File: src/rtl/gpu.sv
// rtl/gpu.sv - shared FSM states and voxel-word field layout for the voxel feeder
package gpu;

  typedef enum logic [2:0] {
    IDLE,
    R_FETCH,
    R_LOAD,
    R_ISSUE,
    S_FETCH,
    S_LOAD,
    S_ISSUE,
    FINISH
  } state_t;

  // Voxel word is {id, z, y, x}, x in the least significant coordinate slot.
  localparam int X_FIELD  = 0;
  localparam int Y_FIELD  = 1;
  localparam int Z_FIELD  = 2;
  localparam int ID_FIELD = 3;

  function automatic int field_lsb(input int field, input int coord_bits);
    return field * coord_bits;
  endfunction

endpackage

File: src/rtl/voxel_feeder.sv
// rtl/voxel_feeder.sv - walks voxel memory issuing rasterize commands, then the palette issuing shade commands
module voxel_feeder
  import gpu::*;
#(
  parameter int COORD_BITS   = 8,
  parameter int PALETTE_BITS = 8,
  parameter int PIXEL_BITS   = 8,
  parameter int ADDR_BITS    = 16
) (
  input  logic                                clock,
  input  logic                                reset,
  input  logic                                start,
  input  logic [ADDR_BITS:0]                  num_voxels,
  input  logic [PALETTE_BITS-1:0]             num_palette,
  output logic [ADDR_BITS-1:0]                voxel_addr,
  output logic                                voxel_rd,
  input  logic [PALETTE_BITS+3*COORD_BITS-1:0] voxel_word,
  output logic [PALETTE_BITS-1:0]             palette_addr,
  output logic                                palette_rd,
  input  logic [PIXEL_BITS-1:0]               palette_data,
  output logic                                do_rasterize,
  output logic                                do_shade,
  output logic [COORD_BITS-1:0]               voxel_x,
  output logic [COORD_BITS-1:0]               voxel_y,
  output logic [COORD_BITS-1:0]               voxel_z,
  output logic [PALETTE_BITS-1:0]             voxel_id,
  output logic [PIXEL_BITS-1:0]               palette_entry,
  input  logic                                rasterizing_done,
  input  logic                                shading_done,
  output logic                                busy,
  output logic                                frame_done
);

  localparam int XL  = field_lsb(X_FIELD, COORD_BITS);
  localparam int YL  = field_lsb(Y_FIELD, COORD_BITS);
  localparam int ZL  = field_lsb(Z_FIELD, COORD_BITS);
  localparam int IDL = field_lsb(ID_FIELD, COORD_BITS);

  localparam logic [ADDR_BITS:0]    VONE = {{ADDR_BITS{1'b0}}, 1'b1};
  localparam logic [PALETTE_BITS:0] PONE = {{PALETTE_BITS{1'b0}}, 1'b1};

  state_t state, next_state;

  logic [ADDR_BITS:0]      n_vox;
  logic [ADDR_BITS:0]      vcnt;
  logic [ADDR_BITS:0]      vcnt_next;
  logic [PALETTE_BITS-1:0] n_pal;
  logic [PALETTE_BITS:0]   pid;

  logic [COORD_BITS-1:0]   w_x, w_y, w_z;
  logic [PALETTE_BITS-1:0] w_id;
  logic                    w_empty;
  logic                    last_voxel;
  logic                    last_pal;

  assign w_x     = voxel_word[XL +: COORD_BITS];
  assign w_y     = voxel_word[YL +: COORD_BITS];
  assign w_z     = voxel_word[ZL +: COORD_BITS];
  assign w_id    = voxel_word[IDL +: PALETTE_BITS];
  assign w_empty = (w_id == '0);

  // Counters carry one extra bit so a full memory or full palette ends cleanly.
  assign vcnt_next  = vcnt + VONE;
  assign last_voxel = (vcnt_next == n_vox);
  assign last_pal   = (pid == {1'b0, n_pal});

  assign voxel_addr   = vcnt[ADDR_BITS-1:0];
  assign palette_addr = pid[PALETTE_BITS-1:0];

  always_ff @(posedge clock or posedge reset) begin
    if (reset) state <= IDLE;
    else       state <= next_state;
  end

  always_comb begin
    next_state   = state;
    voxel_rd     = 1'b0;
    palette_rd   = 1'b0;
    do_rasterize = 1'b0;
    do_shade     = 1'b0;
    frame_done   = 1'b0;
    busy         = (state != IDLE);
    case (state)
      IDLE: begin
        if (start) next_state = (num_voxels == '0) ? S_FETCH : R_FETCH;
      end
      R_FETCH: begin
        voxel_rd   = 1'b1;
        next_state = R_LOAD;
      end
      R_LOAD: begin
        if (!w_empty)       next_state = R_ISSUE;
        else if (last_voxel) next_state = S_FETCH;
        else                 next_state = R_FETCH;
      end
      R_ISSUE: begin
        do_rasterize = 1'b1;
        if (rasterizing_done) next_state = last_voxel ? S_FETCH : R_FETCH;
      end
      S_FETCH: begin
        if (n_pal == '0) begin
          next_state = FINISH;
        end else begin
          palette_rd = 1'b1;
          next_state = S_LOAD;
        end
      end
      S_LOAD: next_state = S_ISSUE;
      S_ISSUE: begin
        do_shade = 1'b1;
        if (shading_done) next_state = last_pal ? FINISH : S_FETCH;
      end
      FINISH: begin
        frame_done = 1'b1;
        next_state = IDLE;
      end
      default: next_state = IDLE;
    endcase
  end

  // Empty voxels leave the shader operands untouched.
  always_ff @(posedge clock or posedge reset) begin
    if (reset) begin
      n_vox         <= '0;
      n_pal         <= '0;
      vcnt          <= '0;
      pid           <= '0;
      voxel_x       <= '0;
      voxel_y       <= '0;
      voxel_z       <= '0;
      voxel_id      <= '0;
      palette_entry <= '0;
    end else begin
      case (state)
        IDLE: begin
          if (start) begin
            n_vox <= num_voxels;
            n_pal <= num_palette;
            vcnt  <= '0;
            pid   <= PONE;
          end
        end
        R_LOAD: begin
          if (!w_empty) begin
            voxel_x  <= w_x;
            voxel_y  <= w_y;
            voxel_z  <= w_z;
            voxel_id <= w_id;
          end else begin
            vcnt <= vcnt_next;
          end
        end
        R_ISSUE: begin
          if (rasterizing_done) vcnt <= vcnt_next;
        end
        S_LOAD: begin
          palette_entry <= palette_data;
          voxel_id      <= pid[PALETTE_BITS-1:0];
        end
        S_ISSUE: begin
          if (shading_done && !last_pal) pid <= pid + PONE;
        end
        default: ;
      endcase
    end
  end

endmodule
File: config.mk
export PLATFORM = sky130hd
export DESIGN_NAME = voxel_feeder
export DESIGN_NICKNAME = d
export VERILOG_FILES = /design/src/rtl/gpu.sv /design/src/rtl/voxel_feeder.sv
export SDC_FILE = /design/constraint.sdc
export NUM_CORES = 1
export LEC_CHECK = 0
export ABC_AREA = 1
export CAP_MARGIN = 25
export CORE_UTILIZATION = 44
export CTS_CLUSTER_DIAMETER = 100
export CTS_CLUSTER_SIZE = 30
export DETAILED_ROUTE_END_ITERATION = 12
export GPL_TIMING_DRIVEN = 0
export HOLD_SLACK_MARGIN = 0.08
export PLACE_DENSITY = 0.79
export SETUP_SLACK_MARGIN = 0.15
export SLEW_MARGIN = 0
export SYNTH_ARGS = -nofsm -noshare
export SYNTH_HDL_FRONTEND = slang
export SYNTH_SLANG_ARGS = --single-unit
File: constraint.sdc
create_clock -name clock -period 3.4 [get_ports clock]
set_input_delay 1.02 -clock clock [delete_from_list [all_inputs] [get_ports clock]]
set_output_delay 1.02 -clock clock [all_outputs]
set_load 0.01 [all_outputs]
* Word-level counts from Yosys, hierarchy flattened
Cells that the tools add are included.
Storage, ports and cells: bits in registers 94, input port bits 70, output and inout port bits 70, logic and storage cells 68
Operators by class: add/subtract/negate cells 2, eq/ne operators 15, multiplexer cells 24, bitwise gates (word level) 1, reductions and logical operators 16
Operators by type and width (count):
- two-way mux 17 bit | 3
- case mux 17 bit (3 select lines) | 1
- case mux 3 bit (8 select lines) | 1
- two-way mux 3 bit | 6
- two-way mux 9 bit | 2
- case mux 9 bit (2 select lines) | 1
- adder 17 x 1 -> 17 bit (second input constant) | 1
- equality test 17 bit | 1
- logical NOT 17 bit | 1
- logical NOT 8 bit | 2
- case mux 8 bit (2 select lines) | 1
- equality test 3 bit (second input constant) | 4
- != test 2 bit (second input constant) | 6
- adder 9 x 1 -> 9 bit (second input constant) | 1
- equality test 9 x 8 -> 1 bit | 1
- two-way mux 8 bit | 1
- equality test 3 x 2 -> 1 bit (second input constant) | 2
- two-way mux 1 bit | 6
- AND reduction 2 bit | 3
- AND reduction 3 bit | 2
- nonzero test 3 bit | 2
- two-way mux 2 bit | 2
- AND reduction 4 bit | 1
- nonzero test 2 bit | 2
- 5 further kinds | 5

* Logic depth before layout (Yosys ltp)
depth in word-level cells 5, depth in mapped cells 16, gate-level depth less buffers 16

* Worst setup path after synthesis
No wires, ideal clock.
path kind in2reg, from input port voxel_word[24], to register voxel_id[3], setup time 0.088 ns, arrival 2.090 ns, required time 3.312 ns, path slack 1.223 ns, stages 7, buffers on the path 0, cell sequence nor4_1 -> nand2_1 -> nand2_1 -> inv_2 -> nor2_1 -> nand2_1 -> o211ai_1
Between the ends: word-level cells in the longest chain between the ends 3
Ends and longest elaborated chain:
- from (decl) | line voxel_feeder.sv:17 | input logic [PALETTE_BITS+3*COORD_BITS-1:0] voxel_word,
- logical NOT 8 bit | line voxel_feeder.sv:60 | assign w_empty = (w_id == '0);
- != test 2 bit (no source line)
- AND reduction 2 bit (no source line)
- to (signal assigned) | line voxel_feeder.sv:148 | voxel_id <= w_id;
- to (signal assigned) | line voxel_feeder.sv:158 | voxel_id <= pid[PALETTE_BITS-1:0];
- to (decl) | line voxel_feeder.sv:26 | output logic [PALETTE_BITS-1:0] voxel_id,
Every way passes these cells. A chain may end at the register's enable or synchronous reset.

* Worst setup path after layout
from input port voxel_word[28], to register voxel_id[0]
Same word-level chain as after synthesis.

==> impl_metrics.py <==
metrics = {
    "clock_network": {
        "htreeDepth": 3,
        "holdBufCountCts": 0,
        "cts_resized": 0,
        "clock-sinks": 94,
        "cts_tree": "built",
        "cts_setup_buffers": 0,
        "clk_pin_slew_ps": 60,
        "cts.path.max_buffers": 2,
        "root_buffer": "clkbuf_16",
        "numCtsBuffers": 9,
        "worstSkewPairLatency_ps": 350,
    },
    "setup_path": {
        "crit_path_end_kind": "register",
        "reg2reg_to": "state[0]",
        "worst-path-max-fanout": 9,
        "r2r_slack_ps": 1270,
        "r2r_start": "vcnt[0]",
        "path_delay_family": "simple AND/OR/NAND/NOR gates",
        "cp_common_cell": "nand2_1",
        "critPathKind": "in -> reg",
        "critPathSlowestCell": "nor2_1",
        "crit_required_ps": 3660,
        "max_stage_delay_ps": 440,
        "crit_buf_inv": 2,
        "worstRegToRegCells": 14,
        "critPathArrivalTime_ps": 3160,
        "startpoint_type": "input port",
        "cp_cell_sequence": "clkdlybuf4s50_1, nor4_1, nand2_1, nand2_1, inv_2, nor2_1, nand2_1, o211ai_1",
    },
    "sta": {
        "slew_headroom_pct": 64.9,
        "drv_slew": 0,
        "finalHoldViolCount": 0,
        "fmax_mhz": 344,
        "setup_viol": 0,
        "min_period_ps": 2900,
        "grt_setup_unrepaired": "false",
        "setup-tns-final_ps": 0,
        "tightest_slew_ps": 525,
        "clock_skew_ps": 3.84,
        "finalCritPeriodShare_pct": 85.4,
    },
    "layout": {
        "syn_to_final_growth_pct": 37.3,
        "finish.utilization_pct": 62.3,
        "diodes": 0,
        "nNetsFinal": 901,
        "final_cells": 977,
        "post_route_cells_drive_above_1_share_pct": 10.8,
        "final_common_cell": "nand2_1",
        "fin_area_sq_mm": 0.00711,
        "most-common-layout-cells": "nand2_1 (228), clkdlybuf4s50_1 (139), dfrtp_1 (94)",
    },
    "route": {
        "drc_errors": 0,
        "dr_total_vias": 4856,
        "via_per_inst": 4.97,
        "ant_nets": 0,
        "wire_per_inst_um": 13.7,
        "routed_wl_um": 13400,
        "first_pass_iters": 4,
        "drt_iter0_drc": 270,
    },
    "hold_path": {
        "hold_depth": 2,
        "min_from": "palette_entry[4]",
        "hold_class": "reg -> reg",
        "holdPathEnd": "palette_entry[4]",
    },
    "power_and_ir_drop": {
        "ir_worst_vdd_mv": 0.517,
        "leakage_nw": 3.32,
        "power.density_mw_per_mm2": 736,
    },
    "floorplanning": {
        "die_area_sq_mm": 0.0122,
        "core_area_sq_mm": 0.0114,
        "die_x_um": 110,
        "pin_count": 140,
        "num_rows": 39,
        "start_util_pct": 45.3,
        "dieHeight_um": 110,
    },
    "global_routing": {
        "grt_pass1_vias": 4803,
        "track_usage_pct": 23.3,
        "grt_antenna_before_repair": 0,
        "grt_max_degree": 42,
        "grt.overflow.total": 0,
        "grt_pass1_wl_um": 22800,
    },
    "synthesis": {
        "ys_ff_latch": 94,
        "netlist_instances": 677,
        "synth-simple-area-share_pct": 32.5,
        "syn_nets": 749,
        "synth-compound-area-share_pct": 7.49,
        "avgSynthCellArea_sq_um": 7.65,
        "synth_top_area_share_pct": 45.4,
        "synth_top_family_by_area": "simple AND/OR/NAND/NOR gates",
        "yosysWarnings": 0,
        "synth.distinct_cells": 41,
        "synthMuxAreaShare_pct": 1.52,
        "yosys.area.top_type": "dfrtp_1",
        "synthTopCellsByArea": "dfrtp_1 (45%), nand2_1 (17%), nand3_1 (4.6%)",
        "synthXorXnorAreaFrac_pct": 2.15,
        "synth_seq_area_share_pct": 45.4,
        "synthAdderAreaFrac_pct": 0.483,
        "syn_area_sq_mm": 0.00518,
    },
    "placement": {
        "portBuffers": 139,
        "hpwl_um": 10300,
        "dpl_cell_area_sq_mm": 0.00679,
        "gp_congestion": 0.948,
        "dp_cells": 961,
    },
    "outcome": {
        "outcome": "completed",
    },
    "run": {
        "cap_violations": 0,
    },
}
## metrics by stage
| step | power [mW] | setup WS, ps | hold slack [ps] |
|---|---|---|---|
| floorplan | 3.15 | 1220 | 475 |
| global placement | 4.11 | 176 | 455 |
| detailed placement | 4.17 | 142 | 462 |
| CTS | 5.27 | 516 | 477 |
| global route | 5.62 | 348 | 499 |
| finish | 5.23 | 497 | 474 |
## layout make-up
| class | instances | area (sq um) |
|---|---|---|
| Multi-Input combinational cell | 471 | 2290 |
| Inverter | 71 | 270 |
| Clock buffer | 13 | 250 |
| Buffer | 41 | 272 |
| Fill cell | 1027 | 4310 |
| Clock inverter | 3 | 67.6 |
| Sequential cell | 94 | 2350 |
| Tap cell | 143 | 179 |
| Timing Repair Buffer | 141 | 1430 |
## synthesized netlist by cell type
library cell	n
dfrtp_1	94
nand3b_1	3
nor2_2	3
a21oi_1	18
and3_1	2
o22ai_1	11
nor4_2	1
buf_2	10
ha_1	2
nand2_2	10
a22oi_2	1
nand2_1	228
nor2_1	57
o211ai_1	5
nor3b_2	1
nand3_1	48
o21ai_1	8
buf_4	24
a22oi_1	2
and2_1	1
clkinv_1	2
xor2_1	8
nor2_4	4
nand4_1	13
xnor2_1	2
a32o_1	1
buf_6	2
xor3_1	1
inv_2	5
o21ai_0	16
nor3_2	1
nor4_1	6
inv_1	64
mux2_2	7
o21ai_2	1
nand3_2	1
nor3_1	5
clkbuf_1	5
nand3_4	1
a21boi_1	1
a21oi_2	2
## how the worst max path moves through the flow
stage / from / end / slack [ps] / cells past startpoint
2_1_floorplan: voxel_word[24] / voxel_id[3] / 1220 / 7
3_3_place_gp: voxel_word[28] / voxel_id[0] / 180 / 8
3_5_place_dp: voxel_word[28] / voxel_id[0] / 140 / 8
4_1_cts: voxel_word[28] / voxel_id[0] / 520 / 8
5_1_grt: voxel_word[29] / voxel_id[6] / 350 / 8
6_report: voxel_word[28] / voxel_id[0] / 500 / 8
## registers in the layout (all words and copies together), names as in the netlist
signal and count:
n_vox 17, voxel_id 8, pid 9, palette_entry 8, voxel_y 8, voxel_x 8, voxel_z 8, vcnt 17
state 3, n_pal 8
## kinds of logic (layout without fill, tap and decap cells)
kind of cell	Yosys count	count (layout)
compound gates	66	66
xor+xnor	11	11
fa+ha+maj	2	2
buf+inv	112	269
flops	94	94
mux	7	7
simple gates	385	385
## power breakdown
group	switching (mW)	internal [mW]	total (mW)
sequential	0.299	1.54	1.83
combinational	1.22	1.09	2.31
clock	0.425	0.666	1.09
## metal layers
metal	global-route usage [%]	wire length (um)	share of wire, %	vias up
met5	0	0	0	-
met3	5.38	957	7.1	31
met4	9.24	357	2.7	0
li1	-	-	-	2453
met2	37.9	6400	48	178
met1	30.2	5690	42	2194
## worst register-to-register path, stage by stage (launching register included)
cell	delay [ps]
dfrtp_1	460
ha_1	250
nand3_1	160
o21ai_0	300
nand2_1	130
nand2_1	90
nand2_1	50
nor2_1	100
nand2_1	70
nor2_1	100
nand3_1	90
nand2_1	70
nand2_1	50
nand2_1	50
nand2_1	50
No activity file was read; power rests on OpenSTA's default activity.
